==> src/rtl/ct_pkg.sv <==
// Shared definitions for the cut-through path: arbiter state encoding and
// the ceiling-log2 helper used to size index fields.
package ct_pkg;

  typedef enum logic [0:0] {
    CT_ARB_IDLE   = 1'b0,
    CT_ARB_LOCKED = 1'b1
  } ct_arb_state_e;

  function automatic int unsigned ct_clog2(input int unsigned n);
    int unsigned r;
    r = 0;
    for (int unsigned i = 0; i < 32; i++) begin
      if ((32'd1 << i) < n) r = i + 1;
    end
    return r;
  endfunction

endpackage

==> src/rtl/ct_rr_arb_if.sv <==
// Requester-side and downstream-side beat signals of the round-robin arbiter.
interface ct_rr_arb_if
  import ct_pkg::*;
#(
  parameter int unsigned NI    = 4,
  parameter int unsigned WIDTH = 256
);
  localparam int unsigned GW = ct_clog2(NI);

  logic [NI*WIDTH-1:0] i_data;
  logic [NI-1:0]       i_valid;
  logic [NI-1:0]       i_eop;
  logic [NI-1:0]       o_ready;
  logic [WIDTH-1:0]    o_data;
  logic                o_valid;
  logic                o_eop;
  logic [GW-1:0]       o_grant;
  logic                i_ready;

  modport master (
    input  i_data, i_valid, i_eop, i_ready,
    output o_ready, o_data, o_valid, o_eop, o_grant
  );

  modport slave (
    output i_data, i_valid, i_eop, i_ready,
    input  o_ready, o_data, o_valid, o_eop, o_grant
  );

endinterface

==> src/rtl/ct_rr_pick.sv <==
// Combinational cyclic priority search: first set bit of req starting at ptr.
module ct_rr_pick
  import ct_pkg::*;
#(
  parameter int unsigned NI = 4
) (
  input  logic [NI-1:0]            req,
  input  logic [ct_clog2(NI)-1:0]  ptr,
  output logic                     any,
  output logic [ct_clog2(NI)-1:0]  idx
);
  localparam int unsigned GW = ct_clog2(NI);

  always_comb begin
    logic [GW:0]   s;
    logic [GW-1:0] p;
    any = 1'b0;
    idx = ptr;
    s   = '0;
    p   = '0;
    for (int unsigned j = 0; j < NI; j++) begin
      // one extra bit so ptr+j cannot overflow before the mod-NI wrap
      s = {1'b0, ptr} + (GW+1)'(j);
      if (s >= (GW+1)'(NI)) s = s - (GW+1)'(NI);
      p = s[GW-1:0];
      if (!any && req[p]) begin
        any = 1'b1;
        idx = p;
      end
    end
  end

endmodule

==> src/rtl/ct_rr_arb.sv <==
// Packet-level round-robin arbiter: locks onto a requester until its eop beat,
// then rotates priority; single output register stage with backpressure.
module ct_rr_arb
  import ct_pkg::*;
#(
  parameter int unsigned NI    = 4,
  parameter int unsigned WIDTH = 256
) (
  input logic         clk,
  input logic         reset,
  ct_rr_arb_if.master bus
);
  localparam int unsigned GW = ct_clog2(NI);

  ct_arb_state_e  state, state_nxt;
  logic [GW-1:0]  ptr, ptr_nxt;
  logic [GW-1:0]  gnt, gnt_nxt;
  logic           pick_any;
  logic [GW-1:0]  pick_idx;
  logic [NI-1:0]  first_mask;
  logic [NI-1:0]  ready;
  logic           load_en;
  logic           fire;
  logic           fire_eop;
  logic [GW-1:0]  fire_idx;
  logic [WIDTH-1:0] fire_data;

  function automatic logic [GW-1:0] idx_inc(input logic [GW-1:0] x);
    return (x == GW'(NI - 1)) ? '0 : x + GW'(1);
  endfunction

  ct_rr_pick #(.NI(NI)) u_pick (
    .req (bus.i_valid),
    .ptr (ptr),
    .any (pick_any),
    .idx (pick_idx)
  );

  assign load_en = !bus.o_valid || bus.i_ready;

  // Ready for k in IDLE means "no valid requester ahead of k in the rotation";
  // it never looks at i_valid[k], and only the winner can be both valid and ready.
  always_comb begin
    logic          blocked;
    logic [GW:0]   s;
    logic [GW-1:0] p;
    first_mask = '0;
    blocked    = 1'b0;
    s          = '0;
    p          = '0;
    for (int unsigned j = 0; j < NI; j++) begin
      s = {1'b0, ptr} + (GW+1)'(j);
      if (s >= (GW+1)'(NI)) s = s - (GW+1)'(NI);
      p = s[GW-1:0];
      first_mask[p] = !blocked;
      blocked       = blocked | bus.i_valid[p];
    end
  end

  // Next-state, ready and transfer decode.
  always_comb begin
    state_nxt = state;
    ptr_nxt   = ptr;
    gnt_nxt   = gnt;
    ready     = '0;
    fire_idx  = gnt;
    fire      = 1'b0;
    fire_eop  = 1'b0;
    unique case (state)
      CT_ARB_IDLE: begin
        fire_idx = pick_idx;
        if (load_en) ready = first_mask;
      end
      CT_ARB_LOCKED: begin
        fire_idx   = gnt;
        ready[gnt] = load_en;
      end
      default: ;
    endcase
    if (reset) ready = '0;
    fire     = |(ready & bus.i_valid);
    fire_eop = bus.i_eop[fire_idx];
    if (fire) begin
      if (state == CT_ARB_IDLE) begin
        if (fire_eop) begin
          ptr_nxt = idx_inc(fire_idx);
        end else begin
          state_nxt = CT_ARB_LOCKED;
          gnt_nxt   = fire_idx;
        end
      end else if (fire_eop) begin
        state_nxt = CT_ARB_IDLE;
        ptr_nxt   = idx_inc(gnt);
      end
    end
  end

  assign bus.o_ready = ready;

  always_comb begin
    fire_data = '0;
    for (int unsigned k = 0; k < NI; k++) begin
      if (fire_idx == GW'(k)) fire_data = bus.i_data[k*WIDTH +: WIDTH];
    end
  end

  always_ff @(posedge clk) begin
    if (reset) begin
      state <= CT_ARB_IDLE;
      ptr   <= '0;
      gnt   <= '0;
    end else begin
      state <= state_nxt;
      ptr   <= ptr_nxt;
      gnt   <= gnt_nxt;
    end
  end

  // Output register: refills whenever empty or being drained.
  always_ff @(posedge clk) begin
    if (reset) begin
      bus.o_valid <= 1'b0;
      bus.o_eop   <= 1'b0;
      bus.o_grant <= '0;
    end else if (load_en) begin
      bus.o_valid <= fire;
      if (fire) begin
        bus.o_eop   <= fire_eop;
        bus.o_grant <= fire_idx;
      end
    end
  end

  always_ff @(posedge clk) begin
    if (load_en && fire) bus.o_data <= fire_data;
  end

endmodule

==> src/flat_wrapper.sv <==
// flat-port wrapper written by rule: the top's interface ports become plain ports
module ct_rr_arb_flat import ct_pkg::*;
#(
  parameter int unsigned NI    = 4,
  parameter int unsigned WIDTH = 256
)
  (clk, reset, bus_i_data, bus_i_valid, bus_i_eop, bus_i_ready, bus_o_ready, bus_o_data, bus_o_valid, bus_o_eop, bus_o_grant);
  ct_rr_arb_if #(.NI(NI), .WIDTH(WIDTH)) bus_i ();
  input logic clk;
  input logic reset;
  input wire logic [$bits(bus_i.i_data)-1:0] bus_i_data;
  input wire logic [$bits(bus_i.i_valid)-1:0] bus_i_valid;
  input wire logic [$bits(bus_i.i_eop)-1:0] bus_i_eop;
  input wire logic [$bits(bus_i.i_ready)-1:0] bus_i_ready;
  output wire logic [$bits(bus_i.o_ready)-1:0] bus_o_ready;
  output wire logic [$bits(bus_i.o_data)-1:0] bus_o_data;
  output wire logic [$bits(bus_i.o_valid)-1:0] bus_o_valid;
  output wire logic [$bits(bus_i.o_eop)-1:0] bus_o_eop;
  output wire logic [$bits(bus_i.o_grant)-1:0] bus_o_grant;
  assign bus_i.i_data = bus_i_data;
  assign bus_i.i_valid = bus_i_valid;
  assign bus_i.i_eop = bus_i_eop;
  assign bus_i.i_ready = bus_i_ready;
  assign bus_o_ready = bus_i.o_ready;
  assign bus_o_data = bus_i.o_data;
  assign bus_o_valid = bus_i.o_valid;
  assign bus_o_eop = bus_i.o_eop;
  assign bus_o_grant = bus_i.o_grant;
  ct_rr_arb #(.NI(NI), .WIDTH(WIDTH)) u_core (.clk(clk), .reset(reset), .bus(bus_i));
endmodule
==> config.mk <==
export PLATFORM = sky130hd
export DESIGN_NAME = ct_rr_arb_flat
export DESIGN_NICKNAME = d
export VERILOG_FILES = /design/src/rtl/ct_pkg.sv /design/src/rtl/ct_rr_arb_if.sv /design/src/rtl/ct_rr_pick.sv /design/src/rtl/ct_rr_arb.sv /design/src/flat_wrapper.sv
export SDC_FILE = /design/constraint.sdc
export NUM_CORES = 1
export LEC_CHECK = 0
export CAP_MARGIN = 20
export CORE_AREA = 2 2 502 504
export CTS_CLUSTER_SIZE = 25
export DETAILED_ROUTE_END_ITERATION = 10
export DIE_AREA = 0 0 504 506
export GPL_TIMING_DRIVEN = 0
export MAX_ROUTING_LAYER = met4
export SLEW_MARGIN = 20
export SYNTH_ARGS = -nofsm -noshare
export SYNTH_HDL_FRONTEND = slang
export SYNTH_SLANG_ARGS = --single-unit
export TNS_END_PERCENT = 100
==> constraint.sdc <==
create_clock -name clk -period 11.6 [get_ports clk]
set_clock_uncertainty 0.2 [all_clocks]
set_input_delay 1.16 -clock clk [delete_from_list [all_inputs] [get_ports clk]]
set_output_delay 1.16 -clock clk [all_outputs]
set_load 0.1 [all_outputs]
==> results.toml, run 1 <==
[global_routing]
antenna_found_initial = 199
grt_first_pass_wirelength_um = 285000
grt_pass1_vias = 22997
grt_use_met1_pct = 20.2
grt.total_usage_pct = 18.3
top_usage_layer = "met2"
use_met2_pct = 29.0
overflow = 0
use_met3_pct = 7.44
grt_max_degree = 87

[synthesis]
synthesis.nets = 2927
synth_ff_type = "edfxtp_1"
yosys_warnings = 0
yosysSeqAreaShare_pct = 48.7
syn_area_per_cell_sq_um = 8.61
yosysMostFrequentCell = "nor2_1"
synth_top_area_share_pct = 47.6
synth_edf_count = 256
ys_ff_latch = 265
synth_area_leader_cell = "edfxtp_1"
async_flop_share_pct = 0
synth.distinct_cells = 57
netlist_instances = 1876
synthTopCellsByArea = "edfxtp_1 48%, a22oi_1 12%, o21ai_0 8.1%"
syn_area_sq_um = 16100
yosys-top-cells-count = "270 x nor2_1, 262 x nand2_1, 261 x o21ai_0, 259 x a21oi_1, 256 x edfxtp_1"

[worst_setup_path]
crit_arrival_ns = 8.11
rr_startpoint = "u_core.ptr[0]$_SDFFE_PP0P_"
crit_fanout = 10
worst-setup-path-type = "reg2reg"
reg2reg_to = "u_core.bus.o_data[242]$_DFFE_PP_"
cp.required_ns = 11.75
r2r_cells = 20
cp-start-kind = "register"
crit_path_end_kind = "register"
rrSetupSlack_ns = 3.64

[final_layout]
fin_cells = 6708
area_growth_pct = 116
nets = 4290
fillers = 28609
layout-drive-gt1-share_pct = 7.04

[timing]
final-hold-violation-count = 0
slew_viol_final = 0
setup_viol = 0
worst_pin_slew_ns = 1.25
fin_ws_ns = 3.64
hold_ws_ns = 0.274
finalWorstPathRequiredPeriod_ns = 7.96
clock.fmax_mhz = 126
relSlewSlack_pct = 16.2
period_share_pct = 68.6
rsz0062_at_grt = "no"
finalSetupTns_ns = 0

[route]
viasPerCell = 3.48
drt-total-wl_um = 237000
routedWlPerCell_um = 35.4
num_vias = 23314
postRouteAntennaNets = 0
drt_iter0_markers = 2417
dr.pass1.iters = 6
drc = 0

[floorplanning]
die_h_um = 506
core-area_sq_um = 250000
die-area_sq_um = 255000
rows = 184
ios = 1299
die_x_um = 504
start_util_pct = 6.46

[placed_design]
portBuffers = 1297
gp_congestion = 1.00
hpwlAfterDp_um = 212000
place_ws_ns = 3.40
place_inst = 6542

[cts]
path_clk_slew_ns = 0.06
cts_setup_buffers = 0
cts_sinks = 265
clk_latency_ns = 0.66
ctsHoldBuffers = 0
cts_made_buffers = 43
cts_resized = 0
tritoncts = "yes"
htree_levels = 2
cts_max_path_buffers = 3
cts_root_buffer = "clkbuf_16"

[hold_path]
hold_path_class = "reg2reg"
hold_depth = 2
min_from = "u_core.bus.o_eop$_SDFFE_PP0P_"
min_to = "u_core.bus.o_eop$_SDFFE_PP0P_"

[status]
run_status = "completed"

[job]
drv_cap = 0
## metal layers
metal / part of all wire [%] / vias up
li1: - / 9786
met1: 38 / 11289
met2: 46 / 1811
met3: 11 / 428
met4: 5.2 / 0
met5: 0 / -
## stage by stage
step / utilization (%) / cell area, sq um
after global placement: 13.3 / 33300
after detailed placement: 13.3 / 33300
after global routing: 13.9 / 34800
after floorplan: - / 16100
after CTS: 13.9 / 34700
final: 14.0 / 34900
## cells by family after synthesis
kind of cell,share of synthesized area (%)
AOI/OAI and AO/OA,30.0
and+or+nand+nor,14.1
DFF,48.7
buffers and inverters,4.77
adders and majority gates,1.24
muxes,1.16
xor gates and xnor gates,0.0543
## sequential cells by signal (all words and copies together), names as in the netlist
signal,cells
u_core.gnt,2
u_core.bus.o_eop,1
u_core.bus.o_valid,1
u_core.ptr,2
u_core.bus.o_data,256
u_core.state,1
u_core.bus.o_grant,2
## area by class of cell
type / instances / area, sq um / area share [%]
Antenna cell: 92 / 230 / 0.660
Buffer: 182 / 732 / 2.10
Clock buffer: 51 / 1150 / 3.29
Clock inverter: 23 / 178 / 0.509
Inverter: 17 / 71.3 / 0.204
Multi-Input combinational cell: 1412 / 7540 / 21.6
Sequential cell: 265 / 7870 / 22.5
Tap cell: 3348 / 4190 / 12.0
Timing Repair Buffer: 1318 / 12900 / 37.1
## cells in the final DEF, fill, tap and decap left out, types with 7 or more instances in the layout
master           Yosys  layout
buf_1               26      22
diode_2              0      92
ha_1                16      16
a22oi_1            255     250
nand2b_1             7       7
buf_16               0       8
dfxtp_1              9       9
clkdlybuf4s50_1      0    1207
nand2_1            262     262
o21ai_0            261     260
clkbuf_1           148     137
nor2_1             270     270
buf_2                6     100
clkbuf_2             0      17
clkbuf_16            0      45
clkinv_4             0       8
buf_6                2       8
a21oi_1            259     259
inv_1               16      16
edfxtp_1           256     256
## worst max-delay path by stage
stage | start | end
after floorplan | u_core.ptr[0]$_SDFFE_PP0P_ | u_core.gnt[1]$_SDFFE_PP0P_
after global placement | u_core.ptr[0]$_SDFFE_PP0P_ | u_core.gnt[1]$_SDFFE_PP0P_
after detailed placement | bus_i_valid[0] | u_core.bus.o_data[242]$_DFFE_PP_
after CTS | u_core.ptr[0]$_SDFFE_PP0P_ | u_core.bus.o_data[242]$_DFFE_PP_
after global routing | u_core.ptr[0]$_SDFFE_PP0P_ | u_core.bus.o_data[154]$_DFFE_PP_
final | u_core.ptr[0]$_SDFFE_PP0P_ | u_core.bus.o_data[242]$_DFFE_PP_
## critical path, cell delays in order (launching register included)
cell,delay [ns]
dfxtp_1,0.48
buf_6,0.20
buf_2,0.27
inv_1,0.29
ha_1,0.38
buf_2,0.19
mux4_2,0.47
o22ai_1,0.23
o211ai_1,0.15
a41oi_1,0.40
or2_2,0.29
inv_1,0.11
ha_1,0.20
clkbuf_1,0.25
nor2b_1,0.68
clkbuf_2,0.61
buf_1,0.85
a22oi_1,0.19
nor2_1,0.48
a21oi_1,0.07
o21ai_0,0.57
Power of run 1 is left out: the tool's default activity adds up to more than one toggle a clock period on the data nets, which glitch-free logic cannot reach.
==> run 2: changes to the inputs <==
==> constraint.sdc (replaced) <==
create_clock -name clk -period 8.15 [get_ports clk]
set_clock_uncertainty 0.2 [all_clocks]
set_input_delay 0.815 -clock clk [delete_from_list [all_inputs] [get_ports clk]]
set_output_delay 0.815 -clock clk [all_outputs]
set_load 0.1 [all_outputs]
==> run 2 against run 1 <==
Net effect:
- register-to-register slack worse by 3.2 ns
- utilization hardly changed
- die area stayed put
- hold slack worse by 0.00063 ns
==> results.toml, run 2 (synthesis results as in run 1) <==
[placed_design]
hpwlAfterDp_um = 212000
gp_congestion = 1.00
dpl_cell_area_sq_um = 33300
portBuffers = 1297
place_ws_ns = 0.0325

[cts]
ctsHoldBuffers = 0
cts_root_buffer = "clkbuf_16"
clk_latency_ns = 0.65
cts_made_buffers = 43
path_clk_slew_ns = 0.06
cts_max_path_buffers = 3
tritoncts = "yes"
htree_levels = 2
cts_sinks = 265

[timing]
worst_pin_slew_ns = 1.26
slew_viol_final = 0
relSlewSlack_pct = 15.9
clock.fmax_mhz = 130
period_share_pct = 94.4
finalWorstPathRequiredPeriod_ns = 7.69
fin_ws_ns = 0.459
finalSetupTns_ns = 0
hold_ws_ns = 0.273
setup_viol = 0
rsz0062_at_grt = "no"
final-hold-violation-count = 0

[worst_setup_path]
critPathMaxStageDelay_ns = 0.86
critical_path_buf_inv_count = 8
worst-setup-path-type = "reg2reg"
rrSetupSlack_ns = 0.46
cp.required_ns = 8.31
crit_path_top_delay_cell = "clkdlybuf4s15_1"
crit_path_end_kind = "register"
crit_arrival_ns = 7.85
cp-start-kind = "register"
crit_fanout = 10
crit_family = "buffers and inverters"
path_cells = "buf_6 > buf_2 > inv_1 > ha_1 > buf_2 > mux4_2 > o22ai_1 > o211ai_1 > a41oi_1 > or2_2 > inv_1 > ha_1 > clkbuf_1 > nor2b_2 > clkbuf_2 > clkdlybuf4s15_1 > a22oi_1 > nor2_1 > a21oi_1 > o21ai_0"

[floorplanning]
rows = 184
start_util_pct = 6.46
ios = 1299
die-area_sq_um = 255000
die_x_um = 504
die_h_um = 506
core-area_sq_um = 250000

[route]
drt_iter0_markers = 2400
drt-total-wl_um = 237000
routedWlPerCell_um = 35.4
viasPerCell = 3.47
num_vias = 23273
drc = 0
dr.pass1.iters = 6
postRouteAntennaNets = 0

[global_routing]
grt_max_degree = 87
grt_first_pass_wirelength_um = 285000
grt_pass1_vias = 22999
grt.total_usage_pct = 18.3
overflow = 0
antenna_found_initial = 199

[hold_path]
hold_path_class = "reg2reg"

[final_layout]
layout_commonest_cell = "clkdlybuf4s50_1"
nets = 4289
layout-drive-gt1-share_pct = 7.07
final_cell_area_sq_um = 34900
final_cell_mix = "1207 x clkdlybuf4s50_1, 270 x nor2_1, 262 x nand2_1"
area_growth_pct = 116
top_register = "u_core.bus.o_data"
largest_reg_flops = 256

[job]
drv_cap = 0

[status]
run_status = "completed"
-- run 2: cell types whose count changed in the layout (fill, tap and decap cells not counted), sizes merged --
| cell | previous run | this run |
|---|---|---|
| diode | 92 | 85 |
| buf | 145 | 144 |
| clkbuf | 199 | 198 |
| clkdlybuf4s15 | 0 | 1 |
-- run 2: through the flow --
step | utilization, % | std cells
2_1_floorplan | - | 1876
3_5_place_dp | 13.3 | 6542
4_1_cts | 13.9 | 6616
3_3_place_gp | 13.3 | 6521
6_report | 13.9 | 6700
5_1_grt | 13.9 | 6682
-- run 2: worst reg2reg max path, delay by kind of cell (launching register included) --
kind | cells | cell delay, ns
flops | 1 | 0.48
buf+inv | 8 | 2.80
fa+ha+maj | 2 | 0.58
compound gates | 6 | 1.60
mux | 1 | 0.47
simple gates | 3 | 1.24
-- run 2: worst paths after layout --
kind / start / end / depth (start not counted)
min reg2reg: u_core.bus.o_eop$_SDFFE_PP0P_ / u_core.bus.o_eop$_SDFFE_PP0P_ / 2
min: u_core.bus.o_eop$_SDFFE_PP0P_ / u_core.bus.o_eop$_SDFFE_PP0P_ / 2
max: u_core.ptr[0]$_SDFFE_PP0P_ / u_core.bus.o_data[242]$_DFFE_PP_ / 20
max reg2reg: u_core.ptr[0]$_SDFFE_PP0P_ / u_core.bus.o_data[242]$_DFFE_PP_ / 20
-- run 2: what timing repair did --
| action | CTS | global route |
|---|---|---|
| setup endpoints to repair | 1 | 1 |
| gates resized for setup | 2 | 0 |
| setup buffers | 0 | 0 |
-- run 2: final cells by class --
| cell class | instances | area, sq um |
|---|---|---|
| Antenna cell | 85 | 213 |
| Clock buffer | 51 | 1150 |
| Inverter | 17 | 71.3 |
| Multi-Input combinational cell | 1412 | 7550 |
| Tap cell | 3348 | 4190 |
| Fill cell | 28611 | 215000 |
| Timing Repair Buffer | 1318 | 12900 |
| Buffer | 181 | 734 |
| Sequential cell | 265 | 7870 |
| Clock inverter | 23 | 178 |
-- run 2: routing by layer --
metal,share of wire (%),GRT usage [%],vias up
met5,0,-,-
met4,5.1,7.82,0
met3,11,7.44,451
met2,46,29.0,1821
met1,39,20.2,11224
li1,-,-,9777
Power of run 2 is left out for the same reason.
==> run 3: changes to the inputs <==
--- a/config.mk
+++ b/config.mk
@@ -6,10 +6,10 @@
 export NUM_CORES = 1
 export LEC_CHECK = 0
 export CAP_MARGIN = 20
-export CORE_AREA = 2 2 502 504
+export CORE_AREA = 5 5 505 507
 export CTS_CLUSTER_SIZE = 25
 export DETAILED_ROUTE_END_ITERATION = 10
-export DIE_AREA = 0 0 504 506
+export DIE_AREA = 0 0 510 512
 export GPL_TIMING_DRIVEN = 0
 export MAX_ROUTING_LAYER = met4
 export SLEW_MARGIN = 20
==> run 3 against run 2 <==
Net effect:
- die area grew 2.4%
- sequential cell count unchanged
- first-iteration DRC count increased by 2.8%
- hold slack gained 0.028 ns
- routed wire length decreased by 3.6%
- clock-buffer cell count is the same
- largest cell class unchanged
==> results.toml, run 3 (synthesis results as in run 1) <==
[placed_design]
portBuffers = 1297
hpwlAfterDp_um = 204000
gp_congestion = 1.14

[global_routing]
grt_max_degree = 89
grt_first_pass_wirelength_um = 275000
grt_use_met1_pct = 18.9
top_usage_layer = "met2"
overflow = 0
grt_pass1_vias = 23387
use_met2_pct = 26.1
use_met3_pct = 8.16
grt.total_usage_pct = 17.0
antenna_found_initial = 194

[floorplanning]
start_util_pct = 6.46
die_x_um = 510
core-area_sq_um = 250000
rows = 184
ios = 1299
die_h_um = 512
die-area_sq_um = 261000

[cts]
cts_root_buffer = "clkbuf_16"
clk_latency_ns = 0.63
path_clk_slew_ns = 0.06
cts_made_buffers = 42
htree_levels = 2
cts_setup_buffers = 0
tritoncts = "yes"
cts_max_path_buffers = 3
cts_sinks = 265

[worst_setup_path]
crit_arrival_ns = 7.88
cp-start-kind = "register"
crit_path_end_kind = "register"
worst-setup-path-type = "reg2reg"
cp.required_ns = 8.31
crit_fanout = 10

[timing]
clock.fmax_mhz = 129
worst_pin_slew_ns = 1.22
setup_viol = 0
rsz0062_at_grt = "no"
final-hold-violation-count = 0
slew_viol_final = 0
relSlewSlack_pct = 18.7
finalWorstPathRequiredPeriod_ns = 7.72
period_share_pct = 94.8

[final_layout]
layout-drive-gt1-share_pct = 5.40
layout_commonest_cell = "clkdlybuf4s50_1"
final_core_util_pct = 14.0
final_cell_mix = "1241 x clkdlybuf4s50_1, 269 x nor2_1, 262 x nand2_1"
largest_reg_flops = 256
top_register = "u_core.bus.o_data"
nets = 4278
area_growth_pct = 117

[status]
run_status = "completed"

[hold_path]
hold_path_class = "reg2reg"

[route]
dr.pass1.iters = 8
viasPerCell = 3.43
drt_iter0_markers = 2466
num_vias = 23075
drc = 0
drt-total-wl_um = 229000
routedWlPerCell_um = 34.0
postRouteAntennaNets = 0

[job]
drv_cap = 0
## run 3: cell count changes in the layout (fill, tap and decap cells not counted), moves of 6 or more
cell | previous run | this run
clkbuf_1 | 136 | 142
buf_2 | 100 | 63
clkdlybuf4s50_1 | 1207 | 1241
diode_2 | 85 | 124
buf_6 | 8 | 2
## run 3: final cells by class
cell class              instances  area (sq um)
plain buffers                 182           729
repair buffers               1307         12900
clock buffers                  51          1110
multi-input cells            1412          7520
inverters                      17          71.3
well taps                    3348          4190
diodes                        124           310
flip-flops and latches        265          7870
fillers                     28674        215000
clock inverters                26           239
## run 3: critical path: stages (launching register included)
cell      delay, ns
dfxtp_1        0.48
buf_6          0.20
buf_2          0.28
inv_1          0.29
ha_1           0.37
buf_2          0.21
mux4_2         0.47
o22ai_1        0.24
o211ai_1       0.15
a41oi_1        0.38
or2_2          0.24
ha_1           0.15
clkbuf_2       0.49
clkbuf_1       0.77
clkbuf_2       0.63
clkbuf_2       0.32
buf_12         0.21
clkbuf_1       0.64
nand2_1        0.30
o21ai_0        0.33
## run 3: what timing repair did
action | in CTS | in global routing
endpoints found under the setup margin | 1 | 1
endpoints found under the hold margin | 0 | 0
hold buffers | 0 | 0
resized for setup | 1 | 3
## run 3: per-layer routing
metal,part of all wire [%],wire length (um)
met1,38,87400
met2,44,101000
met3,13,29500
met4,4.9,11200
met5,0,0
## run 3: metrics by stage
step | setup WS, ns | instance area [sq um] | TNS (ns) | hold WS, ns | std cells
CTS | 0.143 | 34700 | 0 | 0.301 | 6608
floorplan | 1.60 | 16100 | 0 | 0.292 | 1876
detailed placement | -0.0521 | 33300 | -0.0521 | 0.286 | 6531
finish | 0.426 | 35000 | 0 | 0.300 | 6732
global route | 0.0249 | 34900 | 0 | 0.313 | 6721
global placement | -1.77 | 33300 | -498.57 | 0.280 | 6521
## run 3: path summary, 6_finish.rpt
kind	startpoint	to	slack, ns	cells past startpoint
worst min register to register	u_core.bus.o_grant[0]$_SDFFE_PP0P_	u_core.bus.o_grant[0]$_SDFFE_PP0P_	0.30	2
worst max-delay path	u_core.ptr[0]$_SDFFE_PP0P_	u_core.bus.o_data[78]$_DFFE_PP_	0.43	19
worst min-delay path	u_core.bus.o_grant[0]$_SDFFE_PP0P_	u_core.bus.o_grant[0]$_SDFFE_PP0P_	0.30	2
worst max register to register	u_core.ptr[0]$_SDFFE_PP0P_	u_core.bus.o_data[78]$_DFFE_PP_	0.43	19
Power of run 3 is left out for the same reason.
